<file path="config.mk">
export PLATFORM = sky130hd
export DESIGN_NAME = register_arbiter
export DESIGN_NICKNAME = d
export VERILOG_FILES = /design/src/rtl/register_arbiter.sv
export SDC_FILE = /design/constraint.sdc
export NUM_CORES = 1
export LEC_CHECK = 0
export CAP_MARGIN = 20
export CORE_ASPECT_RATIO = 1.1
export CORE_MARGIN = 2
export CORE_UTILIZATION = 39
export CTS_BUF_LIST = sky130_fd_sc_hd__clkbuf_2
export CTS_CLUSTER_DIAMETER = 30
export DETAILED_ROUTE_END_ITERATION = 10
export MAX_ROUTING_LAYER = met4
export PLACE_DENSITY = 0.86
export SYNTH_ARGS = -nofsm -noshare
export SYNTH_HDL_FRONTEND = slang
export SYNTH_SLANG_ARGS = --single-unit
</file>
<file path="constraint.sdc">
create_clock -name clock -period 2.1 [get_ports clock]
set_clock_uncertainty 0.1 [all_clocks]
set_input_delay 0.42 -clock clock [delete_from_list [all_inputs] [get_ports clock]]
set_output_delay 0.42 -clock clock [all_outputs]
set_load 0.01 [all_outputs]
</file>
<file path="src/rtl/register_arbiter.sv">
// ---------------------------------------------------------------------------
// register_arbiter
//
// Shares one loadable n-bit register among four requesters. A round-robin
// arbiter picks an owner. The owner may hold the grant across cycles with
// lock. While other requesters are waiting, that hold is bounded to
// MAX_HOLD consecutive cycles.
//
// The register's load/select are driven from the registered grant state.
// A request sampled on one edge produces grant/load/select in the next cycle.
// On the edge that ends that cycle, the register captures in[select].
// The new value appears on out, with valid=1, one cycle after that.
//
// Ports:
//   clock   - clock
//   reset   - asynchronous, active-high reset
//   req     - per-requester request, held high until granted
//   lock    - owner asks to keep the grant next cycle (ignored for others)
//   in0..3  - data from requesters 0..3
//   grant   - one-hot current owner, 0 when idle
//   load    - register loads this cycle (== |grant)
//   select  - owner index; holds its last value while idle
//   out     - shared register value
//   valid   - out was written on the previous edge
// ---------------------------------------------------------------------------
`ifndef DEFAULT_WIDTH
`define DEFAULT_WIDTH 8
`endif

module register_arbiter #(
    parameter int n        = `DEFAULT_WIDTH,
    parameter int MAX_HOLD = 4
) (
    input  logic         clock,
    input  logic         reset,
    input  logic [3:0]   req,
    input  logic [3:0]   lock,
    input  logic [n-1:0] in0,
    input  logic [n-1:0] in1,
    input  logic [n-1:0] in2,
    input  logic [n-1:0] in3,
    output logic [3:0]   grant,
    output logic         load,
    output logic [1:0]   select,
    output logic [n-1:0] out,
    output logic         valid
);
    // Wide enough to count up to MAX_HOLD inclusive.
    localparam int HW = $clog2(MAX_HOLD + 1);

    typedef enum logic {IDLE, OWNED} state_t;

    state_t          state_reg;
    logic [3:0]      grant_reg;
    logic [1:0]      select_reg;
    logic [1:0]      ptr_reg;
    logic [HW-1:0]   hold_cnt_reg;
    logic [n-1:0]    out_reg;
    logic            valid_reg;

    logic [n-1:0]    in_arr [4];
    logic [1:0]      win_idx;
    logic            win_found;
    logic [3:0]      others;
    logic            keep;

    assign in_arr[0] = in0;
    assign in_arr[1] = in1;
    assign in_arr[2] = in2;
    assign in_arr[3] = in3;

    // Round-robin scan starting just after the last winner. With k=4 the
    // index wraps back to ptr itself. The previous owner therefore wins again
    // only if nobody else is requesting.
    always_comb begin
        win_idx   = 2'd0;
        win_found = 1'b0;
        for (int k = 1; k <= 4; k++) begin
            if (!win_found && req[ptr_reg + 2'(k)]) begin
                win_found = 1'b1;
                win_idx   = ptr_reg + 2'(k);
            end
        end
    end

    // Requests from everyone but the current owner (grant_reg is zero in
    // IDLE, so this is only meaningful in OWNED).
    assign others = req & ~grant_reg;

    // The owner keeps the grant while it still requests and locks. The hold
    // budget is not exhausted, unless nobody else is waiting: a lone locked
    // owner holds indefinitely.
    assign keep = req[select_reg] & lock[select_reg] &
                  ((hold_cnt_reg < HW'(MAX_HOLD)) | (others == 4'd0));

    // Arbitration FSM; grant/select are registered outputs.
    always_ff @(posedge clock or posedge reset) begin
        if (reset) begin
            state_reg    <= IDLE;
            grant_reg    <= 4'd0;
            select_reg   <= 2'd0;
            ptr_reg      <= 2'd3;
            hold_cnt_reg <= '0;
        end else begin
            case (state_reg)
                IDLE: begin
                    if (win_found) begin
                        state_reg    <= OWNED;
                        grant_reg    <= 4'd1 << win_idx;
                        select_reg   <= win_idx;
                        ptr_reg      <= win_idx;
                        hold_cnt_reg <= HW'(1);
                    end
                end
                OWNED: begin
                    if (keep) begin
                        if (hold_cnt_reg < HW'(MAX_HOLD))
                            hold_cnt_reg <= hold_cnt_reg + HW'(1);
                    end else if (win_found) begin
                        grant_reg    <= 4'd1 << win_idx;
                        select_reg   <= win_idx;
                        ptr_reg      <= win_idx;
                        hold_cnt_reg <= HW'(1);
                    end else begin
                        state_reg    <= IDLE;
                        grant_reg    <= 4'd0;
                        hold_cnt_reg <= '0;
                    end
                end
                default: begin
                    state_reg <= IDLE;
                    grant_reg <= 4'd0;
                end
            endcase
        end
    end

    // Shared register: captures the owner's data on every edge that ends a
    // granted cycle; valid echoes the previous cycle's load.
    always_ff @(posedge clock or posedge reset) begin
        if (reset) begin
            out_reg   <= '0;
            valid_reg <= 1'b0;
        end else begin
            valid_reg <= load;
            if (load)
                out_reg <= in_arr[select_reg];
        end
    end

    assign grant  = grant_reg;
    assign load   = |grant_reg;
    assign select = select_reg;
    assign out    = out_reg;
    assign valid  = valid_reg;

endmodule
</file>
==> summary.txt <==
Floorplan
  – CORE AREA: 0.00310 mm²
  – Die Y: 64.1 µm
  – Rows: 21
  – Initial core utilization: between 40% and 50%
  – Ports: 58
  – Die Wd: between 50 and 60 µm
  – Die Area: 0.00376 mm²

Timing
  – Slew Viols, Final: 0
  – # setup viols final: 0
  – Setup TNS: 0 ps
  – RSZ-0062 raised after global routing: no
  – Worst Tran Pin Value: about 560 ps
  – Fin crit share: a little over nine tenths
  – Worst slew margin: approximately 62%
  – Hold Fails Final Rpt: 0
  – Final min period: roughly 2000 ps
  – Max Freq: approximately 500 MHz

Logic synthesis
  – Post-synthesis xor/xnor area fraction: 0%
  – Top cell type by total area after synthesis: dfrtp_1
  – Number of distinct library cells after synthesis: 40
  – Netlist Area Pre-Place: approximately 0.0013 mm²
  – Ranking of synthesized cells by area: dfrtp_1, mux4_1, mux2_2, dfstp_2, nor2b_1
  – Compound-cell area share of the yosys netlist: 13.9%
  – Largest family of logic cells by synthesized area: multiplexers
  – Sequential-to-total area share from yosys stat: about two fifths
  – Mux cell area share after synthesis: between 20% and 30%
  – Post-Syn Instances: 104
  – Synth Area in Simple Gates: 11.8%
  – Seq cells post-synth: 21
  – Yosys warnings: 0
  – Adder-cell area share of the yosys netlist: less than 1%
  – Average size of a mapped cell: between 10 and 15 µm²
  – Syn nets: 147
  – Yosys top cell area share: between 30% and 40%

Power
  – Leakage: about 0.85 nW
  – Tot Pwr: 2.35 mW
  – Power density cells: between 1000 and 1500 mW/mm²
  – Maximum vdd drop: a little over 400 µV

CTS
  – Clock Tree Buf Depth: 2
  – Reg clk slew, reported paths: roughly 190 ps
  – CTS tree: yes
  – Clock Sinks: 21
  – Inserted Clock Buffers: 3
  – Htree depth: 1
  – Hold-fix buffers at CTS: 0
  – Root buf cell: clkbuf_2
  – Worst skew pair latency: approximately 330 ps

Setup path
  – CP delay by family, top: buffers and inverters
  – Critical register-to-register path startpoint: select[1]
  – FF-to-FF path depth: 5
  – CP bufs+invs: 2
  – Startpoint Class: flop
  – Critical path arrival: around 1500 ps
  – Critical Path Max Stage Delay: between 500 and 600 ps
  – RR Endpoint: grant[3]
  – CP Cell Sequence: buf_4, clkdlybuf4s50_1
  – Req. time, crit path: around 1600 ps
  – CP max FO: 9
  – Endpoint type of the worst setup path: primary output
  – R2r setup slk: ~150 ps
  – Crit path from: select[0]
  – Worst path slowest cell: clkdlybuf4s50_1
  – Critical path type: reg -> out

Routing
  – Drt via density: around 5.6
  – Remaining antenna violation count after routing: 0
  – Wire length per cell: around 16 µm
  – Drc violations: 9
  – Via count: 1200
  – Drt pass-1 iters: 7
  – Final WL: ~3500 µm
  – Iter 0 DRT Violations: 34

Place
  – Placed cell count: approximately 210
  – IO Port Bufs: between 50 and 60
  – Dpl hpwl: around 2900 µm
  – Gpl congestion: about 0.85

Global route
  – All-layer global routing usage: 19.9%
  – Grt ovf: 0
  – Vias in the first global route: around 1300
  – First-pass GRT wire length: 5550 µm
  – Largest net degree at the start of global routing: 22
  – Antenna violations before repair: 0

Outcome
  – Outcome: complete, but fails checks
  – Violated checks: DRC

Layout
  – Max FFs per register: 8
  – Fin cells: ~210
  – Ratio of cells with drive above 1 in the final layout: between 20% and 30%
  – Nets: about 220
  – Most common cell after layout, fill and taps aside: clkdlybuf4s50_1
  – Fillers: 239
  – Area Growth Syn to Fin: 58.6%
  – Antenna fix cells: 0
  – Commonest non-fill, non-tap cells in the layout: clkdlybuf4s50_1, dfrtp_1, buf_4

Min path
  – Worst Hold Class: in -> async

Run
  – Max Cap Violations: 0
what timing repair did:
action	4_1_cts	5_1_grt
buffers inserted	2	1
gates resized for setup	3	0
setup endpoints to repair	1	1
endpoints found under the hold margin	0	0
logic make-up (layout without fill, tap and decap cells):
group	count (synthesis)	in the layout
fa+ha+maj	1	1
mux	19	19
compound gates	23	23
buf+inv	15	90
simple gates	25	25
flops	21	21
metal layers:
metal / track usage (%) / share of wire, % / up-vias
li1: - / - / 557
met1: 20.5 / 37 / 576
met2: 35.8 / 51 / 58
met3: 2.63 / 9.3 / 9
met4: 10.2 / 3.0 / 0
met5: - / 0 / -
where the power goes:
part	switching (mW)	internal, mW
Combinational	0.575	0.866
Clock	0.123	0.0431
Sequential	0.142	0.604
Yosys cell counts:
| master | n |
|---|---|
| mux4_1 | 8 |
| nor4_1 | 2 |
| o32ai_1 | 4 |
| o311ai_0 | 1 |
| buf_6 | 1 |
| nor2_1 | 3 |
| o22a_1 | 1 |
| nand2b_1 | 2 |
| o311a_1 | 1 |
| o221a_2 | 1 |
| dfrtp_1 | 19 |
| or2_2 | 1 |
| o31ai_1 | 1 |
| mux2i_1 | 1 |
| a21oi_1 | 1 |
| inv_4 | 1 |
| buf_2 | 1 |
| nand3_1 | 1 |
| dfstp_2 | 2 |
| clkbuf_2 | 1 |
| o221ai_1 | 1 |
| a21o_1 | 1 |
| ha_1 | 1 |
| nor2b_1 | 7 |
| nand2_1 | 2 |
| mux2_2 | 9 |
| mux4_2 | 1 |
| nand4b_1 | 1 |
| and2_1 | 3 |
| a41oi_1 | 1 |
| inv_1 | 10 |
| o21ai_0 | 4 |
| nor4_2 | 1 |
| and3_1 | 1 |
| buf_1 | 1 |
| o41ai_1 | 1 |
| o22ai_1 | 2 |
| a31oi_1 | 2 |
| and2_0 | 1 |
| a31oi_2 | 1 |
worst register-to-register path: stages, from the launching register on:
cell     delay (ps)
dfrtp_1         430
buf_4           140
inv_4            50
mux4_2          530
and3_1          280
o32ai_1         330
cell type report:
| class | count | area [µm²] | area share, % |
|---|---|---|---|
| inverter | 11 | 43.8 | 2.15 |
| sequential | 21 | 529 | 26.0 |
| clock inverter | 1 | 5.00 | 0.246 |
| timing repair buffer | 75 | 704 | 34.6 |
| multi-input combinational | 68 | 694 | 34.1 |
| tap | 34 | 42.5 | 2.09 |
| clock buffer | 3 | 15.0 | 0.738 |
per-stage QoR:
stage	hold WS (ps)	worst slack (ps)	instance area (µm²)	utilization [%]
2_1_floorplan	295	127	1280	-
4_1_cts	276	42.7	2030	65.4
3_5_place_dp	391	-262	1980	64.0
6_report	274	98.0	2030	65.6
3_3_place_gp	387	-132	1980	64.0
5_1_grt	261	8.57	2030	65.6
how the worst max path moves through the flow:
stage / cells after the start / slack [ps] / end
floorplan: 5 / 130 / ptr_reg[0]
global placement: 5 / -130 / ptr_reg[0]
detailed placement: 5 / -260 / grant[3]
CTS: 2 / 40 / select[1]
global route: 3 / 9 / load
finish: 2 / 100 / select[0]
No activity file was read; power rests on OpenSTA's default activity.
